$ cat src/rtl/uart_rx_core.sv
// UART receive core. It samples the RX line at 16x, checks each frame against
// the LCR fields and queues the data byte and its status flags in a show-ahead FIFO.
//
// state  | meaning
// IDLE   | waiting for a falling edge on the synchronized line
// START  | start-bit qualification, resampled at tick 7
// DATA   | shifting in 5..8 data bits, LSB first, one per 16 ticks
// PARITY | sampling the parity bit
// STOP   | sampling the first stop bit, then pushing the frame
module uart_rx_core #(
  parameter int DEPTH      = 16,
  parameter int RTS_MARGIN = 2
) (
  input  logic                    clk,
  input  logic                    rst,
  input  logic                    baud_tick,
  input  logic                    serial_data_in,
  input  logic [4:0]              lcr_cfg,
  input  logic                    rd_en,
  output logic [7:0]              data_o,
  output logic                    data_valid,
  output logic                    parity_err,
  output logic                    framing_err,
  output logic                    break_det,
  output logic                    overrun_err,
  output logic [$clog2(DEPTH):0]  fifo_count,
  output logic                    n_RTS
);

  localparam int AW = $clog2(DEPTH);
  localparam int CW = AW + 1;

  typedef enum logic [2:0] {IDLE, START, DATA, PARITY, STOP} state_t;

  // The second stop bit is never checked, so the stop-length field has no effect here.
  logic unused_stop_cfg;
  assign unused_stop_cfg = lcr_cfg[2];

  logic sync1_q, sync2_q, prev_q;
  logic line;
  assign line = sync2_q;

  // Two-flop synchronizer. The edge-detect copy follows the baud tick, so IDLE sees
  // a falling edge even when the edge falls between ticks.
  always_ff @(posedge clk) begin
    if (!rst) begin
      sync1_q <= 1'b1;
      sync2_q <= 1'b1;
      prev_q  <= 1'b1;
    end else begin
      sync1_q <= serial_data_in;
      sync2_q <= sync1_q;
      if (baud_tick) prev_q <= sync2_q;
    end
  end

  state_t      state_q, state_d;
  logic [3:0]  tick_q, tick_d;
  logic [2:0]  bit_q, bit_d;
  logic [7:0]  shift_q, shift_d;
  logic [1:0]  len_q, len_d;
  logic        par_en_q, par_en_d;
  logic        even_q, even_d;
  logic        par_q, par_d;
  logic        pe_q, pe_d;
  logic        push;
  logic [10:0] push_word;

  // Frame state and datapath registers.
  always_ff @(posedge clk) begin
    if (!rst) begin
      state_q  <= IDLE;
      tick_q   <= '0;
      bit_q    <= '0;
      shift_q  <= '0;
      len_q    <= '0;
      par_en_q <= 1'b0;
      even_q   <= 1'b0;
      par_q    <= 1'b0;
      pe_q     <= 1'b0;
    end else begin
      state_q  <= state_d;
      tick_q   <= tick_d;
      bit_q    <= bit_d;
      shift_q  <= shift_d;
      len_q    <= len_d;
      par_en_q <= par_en_d;
      even_q   <= even_d;
      par_q    <= par_d;
      pe_q     <= pe_d;
    end
  end

  // Next-state logic. Everything advances only on baud ticks.
  always_comb begin
    state_d   = state_q;
    tick_d    = tick_q;
    bit_d     = bit_q;
    shift_d   = shift_q;
    len_d     = len_q;
    par_en_d  = par_en_q;
    even_d    = even_q;
    par_d     = par_q;
    pe_d      = pe_q;
    push      = 1'b0;
    push_word = {(shift_q == 8'h00) && !(par_en_q && par_q) && !line, !line, pe_q, shift_q};
    if (baud_tick) begin
      unique case (state_q)
        IDLE: begin
          if (prev_q && !line) begin
            state_d = START;
            tick_d  = '0;
          end
        end
        START: begin
          if (tick_q == 4'd7) begin
            tick_d = '0;
            if (line) begin
              state_d = IDLE;
            end else begin
              // The frame format is captured here, so later LCR writes affect only the next frame.
              state_d  = DATA;
              bit_d    = '0;
              shift_d  = '0;
              len_d    = lcr_cfg[1:0];
              par_en_d = lcr_cfg[3];
              even_d   = lcr_cfg[4];
              par_d    = 1'b0;
              pe_d     = 1'b0;
            end
          end else begin
            tick_d = tick_q + 4'd1;
          end
        end
        DATA: begin
          if (tick_q == 4'd15) begin
            tick_d         = '0;
            shift_d[bit_q] = line;
            bit_d          = bit_q + 3'd1;
            if (bit_q == {1'b0, len_q} + 3'd4) state_d = par_en_q ? PARITY : STOP;
          end else begin
            tick_d = tick_q + 4'd1;
          end
        end
        PARITY: begin
          if (tick_q == 4'd15) begin
            tick_d  = '0;
            par_d   = line;
            pe_d    = ((^shift_q) ^ line) != ~even_q;
            state_d = STOP;
          end else begin
            tick_d = tick_q + 4'd1;
          end
        end
        STOP: begin
          if (tick_q == 4'd15) begin
            tick_d  = '0;
            push    = 1'b1;
            state_d = IDLE;
          end else begin
            tick_d = tick_q + 4'd1;
          end
        end
        default: state_d = IDLE;
      endcase
    end
  end

  logic [10:0]   mem_q [DEPTH];
  logic [AW-1:0] wr_q, rd_q;
  logic [CW-1:0] cnt_q, cnt_d;
  logic          ovr_q, rts_q;
  logic          pop_ok, push_ok, full;
  logic [10:0]   head;

  assign full    = (cnt_q == CW'(DEPTH));
  assign pop_ok  = rd_en && (cnt_q != '0);
  assign push_ok = push && (!full || pop_ok);

  // Occupancy after this cycle's push and pop.
  always_comb begin
    cnt_d = cnt_q;
    if (push_ok && !pop_ok) cnt_d = cnt_q + CW'(1);
    else if (!push_ok && pop_ok) cnt_d = cnt_q - CW'(1);
  end

  // FIFO storage. It has no reset because the outputs are gated by occupancy.
  always_ff @(posedge clk) begin
    if (push_ok) mem_q[wr_q] <= push_word;
  end

  // FIFO pointers, the sticky overrun flag and flow control.
  always_ff @(posedge clk) begin
    if (!rst) begin
      wr_q  <= '0;
      rd_q  <= '0;
      cnt_q <= '0;
      ovr_q <= 1'b0;
      rts_q <= 1'b0;
    end else begin
      if (push_ok) wr_q <= wr_q + AW'(1);
      if (pop_ok)  rd_q <= rd_q + AW'(1);
      cnt_q <= cnt_d;
      if (pop_ok) ovr_q <= 1'b0;
      else if (push && !push_ok) ovr_q <= 1'b1;
      rts_q <= (cnt_d >= CW'(DEPTH - RTS_MARGIN));
    end
  end

  assign head        = mem_q[rd_q];
  assign data_valid  = (cnt_q != '0);
  assign data_o      = data_valid ? head[7:0] : 8'h00;
  assign parity_err  = data_valid & head[8];
  assign framing_err = data_valid & head[9];
  assign break_det   = data_valid & head[10];
  assign overrun_err = ovr_q;
  assign fifo_count  = cnt_q;
  assign n_RTS       = rts_q;

endmodule
$ cat config.mk
export PLATFORM = sky130hd
export DESIGN_NAME = uart_rx_core
export DESIGN_NICKNAME = d
export VERILOG_FILES = /design/src/rtl/uart_rx_core.sv
export SDC_FILE = /design/constraint.sdc
export NUM_CORES = 1
export LEC_CHECK = 0
export ABC_AREA = 1
export CAP_MARGIN = 5
export CORE_MARGIN = 1.5
export CORE_UTILIZATION = 38
export CTS_CLUSTER_SIZE = 20
export DETAILED_ROUTE_END_ITERATION = 10
export GPL_TIMING_DRIVEN = 0
export PLACE_DENSITY_LB_ADDON = 0.05
export SYNTH_ARGS = -nofsm -noshare
export SYNTH_HDL_FRONTEND = slang
export SYNTH_SLANG_ARGS = --single-unit
$ cat constraint.sdc
create_clock -name clk -period 3 [get_ports clk]
set_input_delay 0.3 -clock clk [delete_from_list [all_inputs] [get_ports clk]]
set_output_delay 0.3 -clock clk [all_outputs]
set_load 0.01 [all_outputs]
After elaboration in Yosys (flattened, before gate mapping). Memory sizes are Yosys's and may differ from the RTL's. A register that Yosys moved wholly into a read port is not among the register bits. Index checks and enable logic that the tools add are counted.

Latch bits: 0. Register bits: 42. Bits of input ports: 10. Memory bits (read-only): 0. Output and inout bits: 19. Memories kept: 1. Bits in writable memories: 176. Logic and storage cells: 121.

Eq/ne operators: 16. Reductions and logical operators: 30. Mux-type cells: 40. $mul: 0. Shifts and indexed selects: 0. Bitwise operators: 7. Magnitude comparators: 3. Add/subtract/negate cells: 7. Divide/modulo/power cells: 0.

Memory list: mem_q (words 16, bits a word 11, rd ports 1, clocked after memory_dff 1, write ports 1, RTL line 169) `logic [10:0] mem_q [DEPTH];`.

Operator list (number): $mux W8 (4); $mux W3 (10); $mux W4 (5); $pmux W8 S2 (1); $pmux W3 S5 (1); $ne A2 B2 Y1 const B (7); $add A4 B1 Y4 const B (3); $pmux W4 S3 (1); $logic_and A1 B1 Y1 (10); $mux W1 (10); $mux W5 (2); $reduce_and A5 Y1 (2); $bwmux W8 (1); $logic_not A8 Y1 (1); $reduce_xor A8 Y1 (1); $reduce_and A7 Y1 (1); $eq A3 B2 Y1 const B (2); $pmux W3 S2 (1); $add A5 B1 Y5 const B (1); $eq A5 B5 Y1 const B (1); $ge A5 B4 Y1 const B (1); $logic_not A1 Y1 (5); $reduce_bool A5 Y1 (1); $sub A5 B1 Y5 const B (1); 24 further kinds (30).

Logic depth before layout (Yosys ltp). Gate-level depths: netlist of run 1.

Word-level depth: 10. Mapped depth: 12. Mapped depth without buffers: 11.

Worst setup path before layout of run 1. No wires, ideal clock.

Path type: register to register. Start point: register cnt_q[0] (netlist: fifo_count[0]). End point: memory mem_q[11][0], enable pin. Stages on the path, launching flop included: 10. Buffers on the path: 0. Data arrival time: 1.747 ns. Path slack: 0.875 ns. Setup time: 0.378 ns. Required time: 2.622 ns. Cells stage by stage: dfxtp_1 -> inv_1 -> ha_1 -> nand2_1 -> inv_1 -> nand2_1 -> nand2_1 -> inv_1 -> nand3_1 -> nor2_1.

Word-level cells in the longest chain between the ends: 6.

Ends and longest elaborated chain: start, declared (RTL line 171) `logic [CW-1:0] cnt_q, cnt_d;`; start signal, assigned (RTL line 203) `cnt_q <= cnt_d;`; $eq A5 B5 Y1 / $reduce_bool A5 Y1 (equally long branches) (RTL line 176, 177); $logic_not A1 Y1 / $logic_and A1 B1 Y1 (equally long branches) (RTL line 178, 177); $logic_or A1 B1 Y1 * (RTL line 178) `assign push_ok = push && (!full || pop_ok);`; $logic_and A1 B1 Y1 * (RTL line 178); $mux W1 * (RTL line 189) `if (push_ok) mem_q[wr_q] <= push_word;`; $mux W1 (implied by the code) * (RTL line 189); end, declared (RTL line 169).

Mark *: on every way between the ends. The rest lies on a longest branch, timed or not.

==> results of run 1 <==
-- how the worst min path moves through the flow --
stage | from | to | slack (ns) | cells past startpoint
2_1_floorplan | sync1_q | line | 0.39 | 1
3_3_place_gp | sync1_q | line | 0.41 | 1
3_5_place_dp | sync1_q | line | 0.41 | 1
4_1_cts | lcr_cfg[4] | even_q | 0.38 | 3
5_1_grt | serial_data_in | sync1_q | 0.41 | 2
6_report | lcr_cfg[4] | even_q | 0.39 | 3
-- cells by family after synthesis --
kind of cell / count (synthesis) / share of synthesized area (%)
AOI/OAI and AO/OA: 206 / 14.0
xor gates and xnor gates: 8 / 0.745
adders and majority gates: 13 / 1.73
buffers and inverters: 102 / 4.36
DFF: 222 / 66.0
and+or+nand+nor: 291 / 13.1
-- registers in the layout, indices dropped and copies added, names as in the netlist, named ones only --
register and flops:
rd_q 4, overrun_err 1, pe_q 1, len_q 2, fifo_count 5, even_q 1, line 1, state_q 3
tick_q 4, mem_q 176, n_RTS 1, wr_q 4, bit_q 3, par_q 1, prev_q 1, sync1_q 1
par_en_q 1, shift_q 8
-- area by class of cell --
type                            instances  area (sq um)  share of cell area (%)
Tap cell                              324           405                    3.63
Sequential cell                       222          6210                    55.7
Clock buffer                           34           689                    6.18
Clock inverter                          8          60.1                   0.538
Inverter                               61           231                    2.07
Buffer                                 41           282                    2.52
Multi-Input combinational cell        518          2990                    26.8
Timing Repair Buffer                   28           292                    2.61
-- power by group through the flow --
| stage | sequential (mW) | combinational, mW | clock (mW) |
|---|---|---|---|
| finish | 3.47 | 2.91 | 2.85 |
| global route | 3.48 | 3.16 | 3.00 |
| CTS | 3.47 | 2.87 | 2.90 |
| detailed placement | 3.53 | 2.68 | 0 |
| global placement | 3.53 | 2.64 | 0 |
| floorplan | 3.51 | 1.58 | 0 |
-- per-stage QoR --
stage	worst slack [ns]	util, %	instances	hold slack [ns]	setup TNS [ns]
floorplan	0.875	-	842	0.393	0
global placement	-0.285	41.4	1193	0.406	-16.62
detailed placement	-0.185	41.5	1194	0.406	-22.49
CTS	0.00671	45.5	1236	0.376	0
global route	-0.00592	45.9	1236	0.413	-0.0490
finish	0.0596	45.9	1236	0.394	0
-- critical path: cells and delay by family, from the launching register on --
| family | cells | cell delay (ns) |
|---|---|---|
| buffers and inverters | 4 | 1.08 |
| AO/OA/AOI/OAI | 2 | 0.52 |
| flip-flops | 1 | 0.30 |
| AND/OR/NAND/NOR | 2 | 0.22 |
-- layer usage --
layer / wire (microns) / up-vias / share of wire [%]
met3: 1180 / 45 / 4.4
met1: 11800 / 3304 / 44
li1: - / 3120 / -
met2: 13200 / 173 / 49
met5: 0 / - / 0
met4: 684 / 0 / 2.5
-- layout by cell type (no fill, tap or decap), drive strengths merged --
cell type	Yosys	final
edfxtp	176	176
nor2	160	160
o21ai	77	77
nand2	76	76
clkbuf	27	63
inv	60	60
dfxtp	46	46
o21bai	44	44
o221ai	44	44
nand3	40	40
a21oi	35	35
clkdlybuf4s50	0	17
ha	13	13
buf	14	13
nor3	8	8
clkinv	1	8
dlymetal6s2s	0	6
nand4	5	5
xor2	4	4
xnor2	4	4
dlygate4sd2	0	4
a211oi	3	3
or2	2	2
o22ai	1	1
o211ai	1	1
a31oi	1	1
bufinv	0	1
-- repair_timing --
| action | in CTS | in global routing |
|---|---|---|
| gates resized for setup | 67 | 35 |
| endpoints found under the setup margin | 11 | 84 |
| pin swaps | 5 | 4 |
==> out/qor.yml, run 1 <==
status: "completed"
powerDensity_mw_per_mm2: 827
n_antenna_cell: 0
row_count: 57
synth_top_area_share_pct: 56.2
worstSetupEndpoint: "break_det"
grt.met1_usage_pct: 27.9
yosysTopAreaCell: "edfxtp_1"
maxSlewViolCount: 0
overflow: 0
rsz0062_at_grt: "yes"
cpMostUsedCell: "clkbuf_4"
yosysWarnings: 0
fin_nets: 920
cp-start-kind: "register"
p_leak_nw: 3.83
reg2reg_to: "mem_q[1][0]"
finalHoldViolations: 0
ys_seq_elements: 222
grt_pass1_wl_microns: 40500
combPwrFrac_pct: 31.5
drt-initial-drc-count: 443
routed_via_density: 5.37
grt_use_met3_pct: 2.51
synth-edff-count: 176
critPathMaxFanout: 10
async_flop_share_pct: 0
ios: 29
htree_levels: 1
hp-class: "input port to register"
gp_congestion: 0.839
rr_worst_depth: 7
vias: 6642
postCtsSetupBuffers: 0
p_sw_mw: 3.11
die_h_microns: 160
total_power_mw: 9.23
synth_cell_types: 34
n_fill_cell: 2253
synth_nets: 865
drive_above_1_share_pct: 13.6
cp.arrival_ns: 2.64
max_stage_delay_ns: 0.55
cts_max_path_buffers: 3
cts.sinks: 222
pwr-share-clk_pct: 30.9
drtPass1Iterations: 5
insertion_delay_ns: 0.52
hold_buffers: 0
maxSlewHeadroom_pct: 26.5
wl_per_cell_microns: 21.7
antenna_left: 0
period_needed_ns: 2.94
netlist_instances: 842
slowest_stage: "clkdlybuf4s50_1"
cts_tree: "done"
start_util_pct: 38.7
tightest_slew_ns: 1.10
worstPathCellList: "clkbuf_4, inv_4, clkbuf_4, nor2_1, o221ai_1, nand3_1, a21oi_2, clkdlybuf4s50_1"
clk_pin_slew_ns: 0.05
coreArea_sq_mm: 0.0243
avgSynthCellArea_sq_um: 11.2
area.growth.synth_to_final_pct: 18.7
die_w_microns: 160
port_buffers: 27
yosysMostFrequentCell: "edfxtp_1"
met2_usage_pct: 36.0
finClkSkew_ns: 0.0177
setup_violations: 0
synth_area_leaders: "edfxtp_1, dfxtp_1, nor2_1"
finalCritPeriodShare_pct: 98.0
finalWirelength_microns: 26800
maxCapViolCount: 0
critPathCaptureType: "primary output"
place_hpwl_microns: 18000
max_freq_ghz: 0.340
fin_area_sq_mm: 0.0112
required_ns: 2.70
top_usage_layer: "met2"
pwr-share-seq_pct: 37.6
antenna_found_initial: 0
worstSetupPathType: "register to primary output"
yosysSeqAreaShare_pct: 66.0
grtUsageTotal_pct: 21.1
synthTopCellsByCount: "edfxtp_1, nor2_1, nand2_1, o21ai_0, inv_1"
cts_root_buf: "clkbuf_16"
internal_power_mw: 6.12
grt_max_degree: 22
r2r_slack_ns: 0.18
netlist_area_sq_mm: 0.00940
netSwitchingFraction_pct: 33.6
ir_worst_vdd_v: 0.000484
r2r-start: "tick_q[0]"
die-area_sq_mm: 0.0257
grt_pass1_vias: 6787
drc: 0
cts_buffers: 25
place_area_sq_mm: 0.0101
synthFlopType: "edfxtp_1"
(Power assumes the default switching activity.)
==> run 2, diff against run 1 <==
==> constraint.sdc (replaced) <==
create_clock -name clk -period 3 [get_ports clk]
set_input_delay 0.45 -clock clk [delete_from_list [all_inputs] [get_ports clk]]
set_output_delay 0.45 -clock clk [all_outputs]
set_load 0.01 [all_outputs]
==> run 2 against run 1 <==
Critical path depth increased by 1. Clock power about the same. Critical endpoint is now data_o[2]. Routed wire length decreased by 0.31%. Sequential share of layout area increased by 0.18 points. Worst setup slack improved by 0.054 ns. Critical path type unchanged. Via count about the same. Fmax increased by 1.9%. Worst hold slack improved by 0.021 ns. Die area unchanged. Largest power group unchanged. Final cell count unchanged. Combinational power decreased by 1%. Register-to-register slack improved by 0.02 ns.
==> out/qor.yml, run 2 (same netlist as run 1, synthesis figures left out) <==
status: "completed"  # unchanged
required_ns: 2.55  # was 2.70 ns
rr_worst_depth: 7  # unchanged
gp_congestion: 0.839  # unchanged
maxSlewViolCount: 0  # unchanged
final_common_cell: "edfxtp_1"  # unchanged
routed_via_density: 5.37  # about the same
drc: 0  # unchanged
ir_worst_vdd_v: 0.000471  # was 0.000484 V
finalWirelength_microns: 26700  # was 26800 microns
cts_max_path_buffers: 3  # unchanged
htree_levels: 1  # unchanged
tightest_slew_ns: 1.15  # was 1.10 ns
finalCritPeriodShare_pct: 96.2  # was 98.0%
setup-tns-final_ns: 0  # unchanged
antenna_left: 0  # unchanged
dpl_worst_slack_ns: -0.335  # was -0.185 ns
insertion_delay_ns: 0.52  # about the same
row_count: 57  # unchanged
critPathCaptureType: "primary output"  # unchanged
largest_register_ffs: 176  # unchanged
coreArea_sq_mm: 0.0243  # unchanged
clk_pin_slew_ns: 0.05  # about the same
die-area_sq_mm: 0.0257  # unchanged
vias: 6637  # was 6642
drive_above_1_share_pct: 12.8  # was 13.6%
critPathMaxFanout: 10  # unchanged
die_w_microns: 160  # unchanged
cp-start-kind: "register"  # unchanged
cts.sinks: 222  # unchanged
grtUsageTotal_pct: 21.1  # about the same
rsz0062_at_grt: "yes"  # unchanged
dp.cells: 1194  # unchanged
maxCapViolCount: 0  # unchanged
grt_max_degree: 22  # unchanged
die_h_microns: 160  # unchanged
setup_violations: 0  # unchanged
max_freq_ghz: 0.346  # was 0.340 GHz
drtPass1Iterations: 5  # unchanged
hp-class: "register to register"  # was input port to register
grt_pass1_vias: 6784  # was 6787
cts_buffers: 25  # unchanged
seqCellArea_sq_mm: 0.00621  # unchanged
overflow: 0  # unchanged
fin_cells: 1236  # unchanged
cts_tree: "done"  # unchanged
postCtsSetupBuffers: 0  # unchanged
finalHoldViolations: 0  # unchanged
grt_pass1_wl_microns: 40500  # about the same
place_hpwl_microns: 18000  # unchanged
multi_input_area_sq_mm: 0.00296  # was 0.00299 sq mm
n_antenna_cell: 0  # unchanged
period_needed_ns: 2.89  # was 2.94 ns
drt-initial-drc-count: 460  # was 443
fin_nets: 920  # unchanged
cts_root_buf: "clkbuf_16"  # unchanged
r2r-start: "tick_q[0]"  # unchanged
maxSlewHeadroom_pct: 23.0  # was 26.5%
n_fill_cell: 2259  # was 2253
antenna_found_initial: 0  # unchanged
port_buffers: 27  # unchanged
ios: 29  # unchanged
finClkSkew_ns: 0.0171  # was 0.0177 ns
powerDensity_mw_per_mm2: 826  # was 827 mW/mm^2
final_cell_mix: "edfxtp_1, nor2_1, nand2_1, o21ai_0, inv_1"  # unchanged
worstSetupPathType: "register to primary output"  # unchanged
setup_slack_ns: 0.114  # was 0.0596 ns
area.growth.synth_to_final_pct: 18.3  # was 18.7%
hold_depth: 1  # was 3
cp.arrival_ns: 2.44  # was 2.64 ns
wl_per_cell_microns: 21.6  # was 21.7 microns
p_leak_nw: 3.78  # was 3.83 nW
regMostFlops: "mem_q"  # unchanged
start_util_pct: 38.7  # unchanged
hp-start: "sync1_q"  # was lcr_cfg[4]
-- run 2: changes by cell type in the layout (fill, tap and decap cells not counted), moves of 2 or more --
| cell | before | now |
|---|---|---|
| buf_4 | 1 | 3 |
| clkbuf_4 | 13 | 7 |
| clkbuf_8 | 4 | 7 |
| dlygate4sd2_1 | 4 | 10 |
| dlymetal6s2s_1 | 6 | 1 |
| nor2_1 | 144 | 146 |
| nor2_2 | 13 | 11 |
| o221ai_1 | 21 | 24 |
| o221ai_2 | 23 | 20 |
-- run 2: worst paths after layout --
path / slack [ns] / end
setup / recovery: 0.11 / data_o[2]
setup reg to reg: 0.20 / mem_q[9][8]
hold reg to reg: 0.42 / line
hold / removal: 0.42 / line
-- run 2: routing by layer --
layer	vias up	GRT usage, %	share of wire, %	wire length, microns
met5	-	0	0	0
met4	0	6.97	2.8	754
met3	48	2.43	5.0	1350
met2	188	36.2	49	13000
met1	3280	28.0	43	11600
li1	3121	-	-	-
-- run 2: what timing repair did --
action / in CTS / in global routing
endpoints found under the setup margin: 11 / 91
pin swaps: 6 / 2
resized for setup: 79 / 17
hold buffers: 0 / 0
-- run 2: worst max-delay path: stages, from the launching register on --
cell	delay, ns
dfxtp_1	0.30
buf_2	0.18
inv_4	0.12
buf_6	0.16
buf_6	0.16
o21bai_1	0.09
o221ai_2	0.30
nand3_1	0.11
a21oi_1	0.19
dlygate4sd2_1	0.29
-- run 2: report_power, final --
group	leakage, nW	internal (mW)	switching, mW
sequential	1.96	3.37	0.0988
combinational	1.45	1.05	1.81
clock	0.369	1.67	1.18
-- run 2: metrics by stage --
step                util, %  total power [mW]  instance area, sq um  hold WS, ns
floorplan                 -              5.08                  9400        0.393
global placement       41.4              6.16                 10100        0.406
detailed placement     41.5              6.21                 10100        0.406
CTS                    45.6              9.22                 11100        0.420
global route           45.7              9.61                 11100        0.432
finish                 45.7              9.19                 11100        0.415
-- run 2: layout make-up --
cell class / count / area share (%)
plain buffers: 41 / 2.68
clock buffers: 34 / 6.20
clock inverters: 8 / 0.540
inverters: 61 / 2.08
multi-input cells: 518 / 26.6
flip-flops and latches: 222 / 55.8
well taps: 324 / 3.64
repair buffers: 28 / 2.44
